## config.mk

```make
export PLATFORM = sky130hd
export DESIGN_NAME = duty_button_conditioner_flat
export DESIGN_NICKNAME = d
export VERILOG_FILES = /design/src/rtl/pwm_ctrl_pkg.sv /design/src/rtl/duty_button_conditioner_if.sv /design/src/rtl/button_channel.sv /design/src/rtl/duty_button_conditioner.sv /design/src/flat_wrapper.sv
export SDC_FILE = /design/constraint.sdc
export NUM_CORES = 1
export LEC_CHECK = 0
export BUFFER_PORTS_ARGS = -buffer_cell sky130_fd_sc_hd__buf_2
export CAP_MARGIN = 20
export CORE_MARGIN = 8
export CORE_UTILIZATION = 64
export DETAILED_ROUTE_END_ITERATION = 10
export MAX_ROUTING_LAYER = met4
export PLACE_DENSITY = 0.81
export SLEW_MARGIN = 20
export SYNTH_ARGS = -nofsm -noshare
export SYNTH_HDL_FRONTEND = slang
export SYNTH_SLANG_ARGS = --single-unit
export TNS_END_PERCENT = 20
```

## constraint.sdc

```tcl
create_clock -name clk -period 3.5 [get_ports clk]
set_clock_uncertainty 0.1 [all_clocks]
set_input_delay 0.175 -clock clk [delete_from_list [all_inputs] [get_ports clk]]
set_output_delay 0.175 -clock clk [all_outputs]
set_load 0.05 [all_outputs]
```

## src/rtl/pwm_ctrl_pkg.sv

```systemverilog
// Shared types and default timing constants for the PWM control front-end.
// Also intended for reuse by the PWM generator.
package pwm_ctrl_pkg;

  // Press FSM states for one button channel.
  typedef enum logic [1:0] {
    IDLE   = 2'd0,
    HOLD   = 2'd1,
    REPEAT = 2'd2
  } press_state_t;

  // Default timings at 100 MHz.
  localparam int unsigned DEB_CYCLES_10MS = 1_000_000;
  localparam int unsigned REPEAT_500MS    = 50_000_000;
  localparam int unsigned REPEAT_200MS    = 20_000_000;

endpackage

```

## src/rtl/duty_button_conditioner_if.sv

```systemverilog
// Button-to-PWM bundle: raw buttons in, step pulses and debounced levels out.
//   master : button/board side (drives raw buttons, observes outputs)
//   slave  : conditioner side (samples raw buttons, drives pulses and levels)
interface duty_button_conditioner_if;

  logic btn_inc_raw;
  logic btn_dec_raw;
  logic increase_duty;
  logic decrease_duty;
  logic btn_inc_level;
  logic btn_dec_level;

  modport master (
    output btn_inc_raw, btn_dec_raw,
    input  increase_duty, decrease_duty, btn_inc_level, btn_dec_level
  );

  modport slave (
    input  btn_inc_raw, btn_dec_raw,
    output increase_duty, decrease_duty, btn_inc_level, btn_dec_level
  );

endinterface

```

## src/rtl/button_channel.sv

```systemverilog
// One button: synchronizer chain, debouncer and press/auto-repeat FSM.
// Ports:
//   clk, rst_n : clock, async active-low reset
//   raw        : asynchronous button input
//   freeze     : hold the repeat counter (button conflict)
//   level      : debounced level (registered)
//   pulse_req  : step request, decoded from registered state only
module button_channel
  import pwm_ctrl_pkg::*;
#(
  parameter int unsigned SYNC_STAGES     = 2,
  parameter int unsigned DEBOUNCE_CYCLES = DEB_CYCLES_10MS,
  parameter int unsigned REPEAT_DELAY    = REPEAT_500MS,
  parameter int unsigned REPEAT_PERIOD   = REPEAT_200MS
) (
  input  logic clk,
  input  logic rst_n,
  input  logic raw,
  input  logic freeze,
  output logic level,
  output logic pulse_req
);

  localparam int unsigned DEB_W   = $clog2(DEBOUNCE_CYCLES + 1);
  localparam int unsigned RPT_MAX = (REPEAT_DELAY > REPEAT_PERIOD) ? REPEAT_DELAY : REPEAT_PERIOD;
  localparam int unsigned RPT_W   = (RPT_MAX > 1) ? $clog2(RPT_MAX) : 1;

  localparam logic [DEB_W-1:0] DEB_LAST = DEB_W'(DEBOUNCE_CYCLES - 1);
  localparam logic [DEB_W-1:0] DEB_SAT  = DEB_W'(DEBOUNCE_CYCLES);
  // Counters are loaded with N-1 so the zero-cycle pulse lands exactly N cycles later.
  localparam logic [RPT_W-1:0] DELAY_LOAD  = (REPEAT_DELAY == 0) ? '0 : RPT_W'(REPEAT_DELAY - 1);
  localparam logic [RPT_W-1:0] PERIOD_LOAD = RPT_W'(REPEAT_PERIOD - 1);

  localparam logic [1:0] ST_IDLE   = 2'(IDLE);
  localparam logic [1:0] ST_HOLD   = 2'(HOLD);
  localparam logic [1:0] ST_REPEAT = 2'(REPEAT);

  logic [SYNC_STAGES-1:0] r_sync;
  logic                   w_sync;
  logic                   r_db;
  logic [DEB_W-1:0]       r_deb_cnt;
  logic [1:0]             r_state;
  logic [1:0]             w_state_nxt;
  logic [RPT_W-1:0]       r_rpt_cnt;
  logic [RPT_W-1:0]       w_rpt_nxt;
  logic                   w_pulse;

  // Metastability synchronizer.
  always_ff @(posedge clk or negedge rst_n) begin
    if (!rst_n) r_sync <= '0;
    else        r_sync <= {r_sync[SYNC_STAGES-2:0], raw};
  end

  assign w_sync = r_sync[SYNC_STAGES-1];

  // Debouncer: accept a new level after DEBOUNCE_CYCLES consecutive differing cycles.
  always_ff @(posedge clk or negedge rst_n) begin
    if (!rst_n) begin
      r_db      <= 1'b0;
      r_deb_cnt <= '0;
    end else if (w_sync == r_db) begin
      r_deb_cnt <= '0;
    end else if (r_deb_cnt == DEB_LAST) begin
      r_db      <= ~r_db;
      r_deb_cnt <= '0;
    end else if (r_deb_cnt != DEB_SAT) begin
      r_deb_cnt <= r_deb_cnt + DEB_W'(1);
    end
  end

  // Press FSM state register.
  always_ff @(posedge clk or negedge rst_n) begin
    if (!rst_n) begin
      r_state   <= ST_IDLE;
      r_rpt_cnt <= '0;
    end else begin
      r_state   <= w_state_nxt;
      r_rpt_cnt <= w_rpt_nxt;
    end
  end

  // Press FSM next state. Release beats a same-cycle zero count; freeze only stops
  // the countdown, so a pulse falling due during a conflict is consumed (and masked upstream).
  always_comb begin
    w_state_nxt = r_state;
    w_rpt_nxt   = r_rpt_cnt;
    w_pulse     = 1'b0;
    case (r_state)
      ST_IDLE: begin
        if (r_db) begin
          w_pulse     = 1'b1;
          w_state_nxt = ST_HOLD;
          w_rpt_nxt   = DELAY_LOAD;
        end
      end
      ST_HOLD: begin
        if (!r_db) begin
          w_state_nxt = ST_IDLE;
          w_rpt_nxt   = '0;
        end else if (REPEAT_DELAY != 0) begin
          if (r_rpt_cnt == '0) begin
            w_pulse     = 1'b1;
            w_state_nxt = ST_REPEAT;
            w_rpt_nxt   = PERIOD_LOAD;
          end else if (!freeze) begin
            w_rpt_nxt = r_rpt_cnt - RPT_W'(1);
          end
        end
      end
      ST_REPEAT: begin
        if (!r_db) begin
          w_state_nxt = ST_IDLE;
          w_rpt_nxt   = '0;
        end else if (r_rpt_cnt == '0) begin
          w_pulse   = 1'b1;
          w_rpt_nxt = PERIOD_LOAD;
        end else if (!freeze) begin
          w_rpt_nxt = r_rpt_cnt - RPT_W'(1);
        end
      end
      default: begin
        w_state_nxt = ST_IDLE;
        w_rpt_nxt   = '0;
      end
    endcase
  end

  assign level     = r_db;
  assign pulse_req = w_pulse;

endmodule

```

## src/rtl/duty_button_conditioner.sv

```systemverilog
// Two-button front-end for the PWM generator's increase/decrease step inputs.
// Ports:
//   clk, rst_n : clock, async active-low reset
//   bus        : slave side of duty_button_conditioner_if
//                (raw buttons in; registered step pulses and debounced levels out)
module duty_button_conditioner
  import pwm_ctrl_pkg::*;
#(
  parameter int unsigned SYNC_STAGES     = 2,
  parameter int unsigned DEBOUNCE_CYCLES = DEB_CYCLES_10MS,
  parameter int unsigned REPEAT_DELAY    = REPEAT_500MS,
  parameter int unsigned REPEAT_PERIOD   = REPEAT_200MS
) (
  input logic                       clk,
  input logic                       rst_n,
  duty_button_conditioner_if.slave  bus
);

  logic w_inc_level;
  logic w_dec_level;
  logic w_inc_req;
  logic w_dec_req;
  logic w_conflict;
  logic r_increase_duty;
  logic r_decrease_duty;

  // Both buttons accepted as held: suppress pulses and freeze repeat timing.
  assign w_conflict = w_inc_level & w_dec_level;

  button_channel #(
    .SYNC_STAGES     (SYNC_STAGES),
    .DEBOUNCE_CYCLES (DEBOUNCE_CYCLES),
    .REPEAT_DELAY    (REPEAT_DELAY),
    .REPEAT_PERIOD   (REPEAT_PERIOD)
  ) u_inc (
    .clk       (clk),
    .rst_n     (rst_n),
    .raw       (bus.btn_inc_raw),
    .freeze    (w_conflict),
    .level     (w_inc_level),
    .pulse_req (w_inc_req)
  );

  button_channel #(
    .SYNC_STAGES     (SYNC_STAGES),
    .DEBOUNCE_CYCLES (DEBOUNCE_CYCLES),
    .REPEAT_DELAY    (REPEAT_DELAY),
    .REPEAT_PERIOD   (REPEAT_PERIOD)
  ) u_dec (
    .clk       (clk),
    .rst_n     (rst_n),
    .raw       (bus.btn_dec_raw),
    .freeze    (w_conflict),
    .level     (w_dec_level),
    .pulse_req (w_dec_req)
  );

  // Registered, conflict-masked step pulses; a masked request is dropped.
  always_ff @(posedge clk or negedge rst_n) begin
    if (!rst_n) begin
      r_increase_duty <= 1'b0;
      r_decrease_duty <= 1'b0;
    end else begin
      r_increase_duty <= w_inc_req & ~w_conflict;
      r_decrease_duty <= w_dec_req & ~w_conflict;
    end
  end

  assign bus.increase_duty = r_increase_duty;
  assign bus.decrease_duty = r_decrease_duty;
  assign bus.btn_inc_level = w_inc_level;
  assign bus.btn_dec_level = w_dec_level;

endmodule

```

## src/flat_wrapper.sv

```systemverilog
// flat-port wrapper written by rule: the top's interface ports become plain ports
module duty_button_conditioner_flat import pwm_ctrl_pkg::*;
#(
  parameter int unsigned SYNC_STAGES     = 2,
  parameter int unsigned DEBOUNCE_CYCLES = DEB_CYCLES_10MS,
  parameter int unsigned REPEAT_DELAY    = REPEAT_500MS,
  parameter int unsigned REPEAT_PERIOD   = REPEAT_200MS
)
  (clk, rst_n, bus_btn_inc_raw, bus_btn_dec_raw, bus_increase_duty, bus_decrease_duty, bus_btn_inc_level, bus_btn_dec_level);
  duty_button_conditioner_if bus_i ();
  input logic clk;
  input logic rst_n;
  input wire logic [$bits(bus_i.btn_inc_raw)-1:0] bus_btn_inc_raw;
  input wire logic [$bits(bus_i.btn_dec_raw)-1:0] bus_btn_dec_raw;
  output wire logic [$bits(bus_i.increase_duty)-1:0] bus_increase_duty;
  output wire logic [$bits(bus_i.decrease_duty)-1:0] bus_decrease_duty;
  output wire logic [$bits(bus_i.btn_inc_level)-1:0] bus_btn_inc_level;
  output wire logic [$bits(bus_i.btn_dec_level)-1:0] bus_btn_dec_level;
  assign bus_i.btn_inc_raw = bus_btn_inc_raw;
  assign bus_i.btn_dec_raw = bus_btn_dec_raw;
  assign bus_increase_duty = bus_i.increase_duty;
  assign bus_decrease_duty = bus_i.decrease_duty;
  assign bus_btn_inc_level = bus_i.btn_inc_level;
  assign bus_btn_dec_level = bus_i.btn_dec_level;
  duty_button_conditioner #(.SYNC_STAGES(SYNC_STAGES), .DEBOUNCE_CYCLES(DEBOUNCE_CYCLES), .REPEAT_DELAY(REPEAT_DELAY), .REPEAT_PERIOD(REPEAT_PERIOD)) u_core (.clk(clk), .rst_n(rst_n), .bus(bus_i));
endmodule
```

Word level (Yosys, flattened, before mapping)
Index checks and enable logic that the tools add are counted.
{ "op_classes": {"n_eq_ne": 18, "n_mul": 0, "n_addsub": 4, "shifts": 0, "bitwise": 8, "n_mux": 34, "n_reduce_logical": 14, "div": 0, "magnitude_cmp": 0} }
{ "ops": {"columns": ["cell", "count"], "rows": [
  ["26-bit 2-to-1 mux", 8],
  ["20-bit 2-to-1 mux", 6],
  ["26-bit one-hot mux with 2 select lines", 2],
  ["26-bit zero test", 2],
  ["26-bit by 1-bit subtractor with 26-bit output, second input constant", 2],
  ["20-bit by 1-bit adder with 20-bit output, second input constant", 2],
  ["20-bit == test, second input constant", 2],
  ["20-bit != test, second input constant", 2],
  ["2-bit 2-to-1 mux", 8],
  ["2-bit one-hot mux with 3 select lines", 2],
  ["2-bit != test, second input constant", 4],
  ["4-bit by 3-bit != test with 1-bit output, second input constant", 2],
  ["2-bit AND reduction", 4],
  ["1-bit 2-to-1 mux", 6],
  ["3-bit != test, second input constant", 2],
  ["3-bit AND reduction", 2],
  ["3-bit nonzero test", 2],
  ["1-bit NOT", 5],
  ["2-bit by 1-bit == test with 1-bit output, second input constant", 2],
  ["2-bit == test, second input constant", 2],
  ["2-bit zero test", 2],
  ["1-bit one-hot mux with 2 select lines", 2],
  ["2-bit OR reduction", 2],
  ["1-bit AND", 3],
  ["1-bit == test", 2]
]} }
{ "totals": {"mem_count": 0, "latchBits": 0, "ff_bits": 104, "input_bits": 4, "romBits": 0, "word_cells": 90, "ramBits": 0} }

Depth between registers and ports, before layout
{ "depth": {"word_depth": 5, "depth_mapped": 10, "depth_no_buf": 7} }

By module
Synthesis repeated with hierarchy kept, for this count alone.
{ "hier_totals": {"cells_unflattened": 691, "area_unflattened_um2": 6149.6} }
{ "modules_own_cells": {"columns": ["module", "instances", "area_each_um2", "cells_per_inst"], "rows": [
  ["button_channel (u_core.u_dec)", 1, 3088.0, 345],
  ["button_channel (u_core.u_inc)", 1, 2990.4, 341],
  ["duty_button_conditioner", 1, 71.3, 5]
]} }

Least setup slack after synthesis
Ideal clock, no wire load.
{ "synth_path": {"path_kind": "register to register", "start": "register u_core.u_dec.r_rpt_cnt[0]", "end": "register u_core.u_dec.r_rpt_cnt[5]", "arrival_time_ns": 2.460, "path_slack_ns": 0.808, "path_buffers": 2, "path_stages_with_launch": 10, "cell_sequence": "dfrtp_1 > inv_1 > ha_1 > or4b_1 > nor4_4 > a21oi_1 > clkbuf_1 > buf_2 > o31ai_1 > o31ai_1"} }
{ "synth_via": {"elab_chain_cells": 5} }
{ "synth_rtl": {"columns": ["element", "line", "text"], "rows": [
  ["start: declaration", "button_channel.sv:44", "logic [RPT_W-1:0] r_rpt_cnt;"],
  ["start signal: assignment", "button_channel.sv:78", "r_rpt_cnt <= w_rpt_nxt;"],
  ["26-bit by 1-bit subtractor with 26-bit output", "button_channel.sv:106, button_channel.sv:118", null],
  ["26-bit 2-to-1 mux", "button_channel.sv:105, button_channel.sv:117", null],
  ["26-bit 2-to-1 mux", "button_channel.sv:101", "if (r_rpt_cnt == '0) begin"],
  ["26-bit 2-to-1 mux", "button_channel.sv:97", "if (!r_db) begin"],
  ["26-bit one-hot mux with 2 select lines", "button_channel.sv:88", "case (r_state)"]
]} }
Parallel ways exist; a longest one is shown, timed or not. The select of a mux whose other input is x is not followed.
A chain may end at the register's enable or synchronous reset.

Final worst setup path
{ "layout_path": {"start": "register u_core.u_dec.r_rpt_cnt[0]", "end": "register u_core.u_dec.r_rpt_cnt[13]"} }
The elaborated chain is that of the path after synthesis.

==> impl_summary.txt <==
----------------------------------------------------
[Routing]
  Count of TritonRoute iterations in the first routing pass ... 7
  Via density per instance ... 6.66
  Iter 0 DRT Violations ... 481
  Detailed-route via count ... 5524
  Routed wire per std cell ... 17.6 um
  Number of nets with antenna violations after routing ... 0
  Detailed Route WL ... 14600 um
  Post-route DRC violation count ... 0

[Clocking]
  Clock root buffer master ... clkbuf_8
  Buffers from clock root to sink, at most ... 2
  Insertion delay to the later sink of the worst-skew pair ... 0.38 ns
  CTS tree ... done
  Max H-tree Level ... 3
  Clock transition at the registers of the reported paths ... 0.10 ns
  TritonCTS Buffers ... 9
  Resize count post-CTS ... 0
  Number of clock sinks seen by CTS ... 104

[Yosys]
  Warning count from the yosys run ... 0
  Cells after synthesis ... 689
  Sequential-to-total area share from yosys stat ... 42.4%
  Synthesized net count ... 707
  Largest family of logic cells by synthesized area ... simple AND/OR/NAND/NOR gates
  Synth Area in Compound Gates ... 19.1%
  Post-Synth Simple-Gate Area ... 25.0%
  Mapped Avg Cell Area ... 8.91 um^2
  Post-synthesis sequential element count ... 104
  Synth async-reset ratio ... 100%
  Mux share of post-synthesis cell area ... 1.18%
  Number of library cell types mapped by synthesis ... 67
  Netlist area before placement ... 6140 um^2
  Post-synth EDFFs ... 0
  Most instantiated flip-flop cell in the synthesis netlist ... dfrtp_1
  Post-synthesis adder-cell area fraction ... 2.85%
  Xor-xnor portion of the synthesized cell area ... 5.71%

[Pwr]
  Total leakage power ... 2.85 nW
  Power per unit of standard cell area ... 296 nW/um^2
  Maximum VDD drop ... 0.273 mV

[Die]
  Area of the core region ... 9280 um^2
  Floorplan die area ... 13000 um^2
  Starting Density ... 66.1%
  Height of the chip ... 114 um
  Horiz. Die Dim ... 114 um
  Number of standard-cell rows in the floorplan ... 35
  Number of top-level design ports ... 8

[GRT]
  Global-route wire length before repair ... 25000 um
  Vias in the first global route ... 5321
  GRT overflow ... 0
  Maximum number of pins on one net before global-route repair ... 60
  Antenna violations before repair ... 0
  GRT Resource Usage Total ... 24.0%

[Layout]
  Nets ... 715
  Syn-to-layout area delta ... 6.89%
  Sequential standard cell area ... 2600 um^2
  Count of filler cells inserted in the layout ... 723
  Layout cells sized above 1 ... 7.85%
  Antenna diode instance count ... 0
  Area of the multi-input gates ... 3300 um^2

[STA]
  Final hold violation count ... 0
  Setup TNS Final ... 0 ns
  Final setup viols ... 0
  Final number of max-transition violations ... 0
  Worst-Margin Slew ... 0.996 ns
  Setup ws final ... 0.408 ns
  Timing-limited maximum frequency ... 323 MHz
  RSZ-0062 raised after global routing ... no
  Minimum period implied by the final worst setup slack ... 3.09 ns
  Share of the cycle needed by the critical path after routing ... 88.3%
  Worst-case headroom to the max-slew limit ... 33.6%

[Worst setup path]
  Number of cells on the worst reg-to-reg path ... 8
  Reg-to-reg slack, setup ... 0.41 ns
  Critical path endpoint category ... flop
  Category of cells accounting for the largest share of critical-path delay ... simple AND/OR/NAND/NOR gates
  Worst setup path start ... u_core.u_dec.r_rpt_cnt[0]
  Capturing element of the worst setup path ... u_core.u_dec.r_rpt_cnt[13]
  Endpoint of the worst register-to-register path ... u_core.u_dec.r_rpt_cnt[13]
  Critical path depth in cells ... 8
  Slowest cell on the critical path ... or4b_1
  CP Buf/Inv Count ... 2
  Max incr delay on CP ... 0.60 ns
  Largest driver fanout on the critical path ... 12
  Startpoint of the most critical register-to-register path ... u_core.u_dec.r_rpt_cnt[0]
  Crit Path Category ... reg2reg
  Cells along the critical path ... inv_1 > ha_1 > or4b_1 > nor4_4 > a21oi_1 > buf_4 > or3_1 > a22o_1
  Critical Path AT ... 3.25 ns
  Element type at the critical path start ... flop
  Worst Path Required ... 3.66 ns

[Placed design]
  Dpl ws ... 0.466 ns
  Buffers on Ports ... 7
  Routability congestion estimate from global placement ... 1.00
  Detail Placement HPWL ... 10300 um

[Outcome]
  Run status ... finished clean

[Worst hold path]
  Worst hold path type ... reg2reg

[Run]
  Max-cap violation count ... 0

----------------------------------------------------
-- cell type report --
cell class / instances / area share (%)
multi-input combinational: 525 / 50.4
sequential: 104 / 39.7
timing repair buffer: 31 / 3.43
tap: 129 / 2.46
clock buffer: 9 / 1.89
inverter: 26 / 1.49
clock inverter: 6 / 0.687
-- registers in the layout, summed over array words and instances (netlist names), 2 cells and up --
register,count
u_core.u_inc.r_rpt_cnt,26
u_core.u_dec.r_sync,2
u_core.u_inc.r_state,2
u_core.u_dec.r_state,2
u_core.u_dec.r_rpt_cnt,26
u_core.u_inc.r_sync,2
u_core.u_inc.r_deb_cnt,20
u_core.u_dec.r_deb_cnt,20
-- where the power goes --
| part | internal [mW] | switching (mW) | leakage, nW |
|---|---|---|---|
| logic | 0.0159 | 0.0404 | 1.32 |
| clock network | 0.259 | 0.411 | 0.0894 |
| registers | 1.21 | 0.00803 | 1.44 |
-- worst register-to-register path, stage by stage, from the launching register on --
cell	delay, ns
dfrtp_1	0.43
inv_1	0.07
ha_1	0.21
or4b_1	0.60
nor4_4	0.33
a21oi_1	0.33
buf_4	0.30
or3_1	0.35
a22o_1	0.23
-- per-stage QoR --
step	instance area (um^2)	power, mW	std cells	util, %	hold slack, ns
final	6560	1.94	830	70.6	0.256
after global routing	6560	2.02	830	70.6	0.264
after CTS	6560	1.96	830	70.6	0.257
after detailed placement	6360	1.30	812	68.5	0.181
after global placement	6360	1.29	812	68.5	0.176
after floorplan	6140	1.26	689	-	-0.221
-- logic make-up (layout without fill, tap and decap cells) --
group                      count (synthesis)  count (layout)
and+or+nand+nor                          292             292
AOI/OAI and AO/OA                        172             172
DFF                                      104             104
buffers and inverters                     60              72
xor gates and xnor gates                  40              40
adders and majority gates                 14              14
muxes                                      7               7
-- cells in the mapped netlist, drive strengths merged, types with 5 or more instances --
| master | number | area [um^2] |
|---|---|---|
| o22ai | 8 | 50.1 |
| o31ai | 24 | 180 |
| nand2 | 38 | 143 |
| nor4 | 21 | 159 |
| a31oi | 34 | 213 |
| clkbuf | 28 | 105 |
| o21ai | 25 | 125 |
| nor2b | 6 | 37.5 |
| and4 | 6 | 52.6 |
| xnor2 | 22 | 193 |
| a211oi | 5 | 37.5 |
| inv | 26 | 97.6 |
| nor3 | 27 | 135 |
| dfrtp | 104 | 2600 |
| nor2 | 95 | 357 |
| ha | 14 | 175 |
| or3 | 8 | 50.1 |
| xor2 | 18 | 158 |
| nand3 | 30 | 150 |
| and3 | 8 | 50.1 |
| o211ai | 7 | 52.6 |
| a22o | 5 | 43.8 |
| a21oi | 27 | 135 |
| or4 | 11 | 86.3 |
| nand4 | 13 | 81.3 |
| or2 | 5 | 31.3 |
| buf | 6 | 27.5 |
| mux2i | 5 | 50.1 |
-- worst min path at each step --
stage	from	to	slack [ns]	cells past startpoint
final	u_core.u_inc.r_sync[0]	u_core.u_inc.r_sync[1]	0.26	0
after global routing	u_core.u_dec.r_sync[0]	u_core.u_dec.r_sync[1]	0.26	0
after CTS	u_core.u_inc.r_sync[0]	u_core.u_inc.r_sync[1]	0.26	0
after detailed placement	rst_n	u_core.u_dec.r_rpt_cnt[11]	0.18	1
after global placement	rst_n	u_core.u_dec.r_rpt_cnt[11]	0.18	1
after floorplan	rst_n	u_core.bus.decrease_duty	-0.22	0
-- placed cells by master (no fill, tap or decap), drive strengths merged, types with 7 or more instances in the layout --
cell and instances:
buf 28, nand2 38, nand4 13, nand3 30, dfrtp 104, o31ai 24
clkbuf 9, or3 8, a21oi 27, o21ai 25, nor4 21, a31oi 34
or4 11, ha 14, o211ai 7, xor2 18, xnor2 22, inv 27
and3 8, nor2 95, nor3 27, o22ai 8
-- layer usage --
| layer | share of wire, % | vias up | GRT usage (%) |
|---|---|---|---|
| li1 | - | 2580 | - |
| met1 | 44 | 2667 | 31.4 |
| met2 | 47 | 249 | 36.3 |
| met3 | 8.0 | 28 | 4.97 |
| met4 | 1.4 | 0 | 8.87 |
| met5 | 0 | - | - |
-- what timing repair did --
item,in CTS,in global routing
buffers inserted,0,0
hold buffers,3,0
hold endpoints to repair,59,0
(Power assumes the default switching activity.)
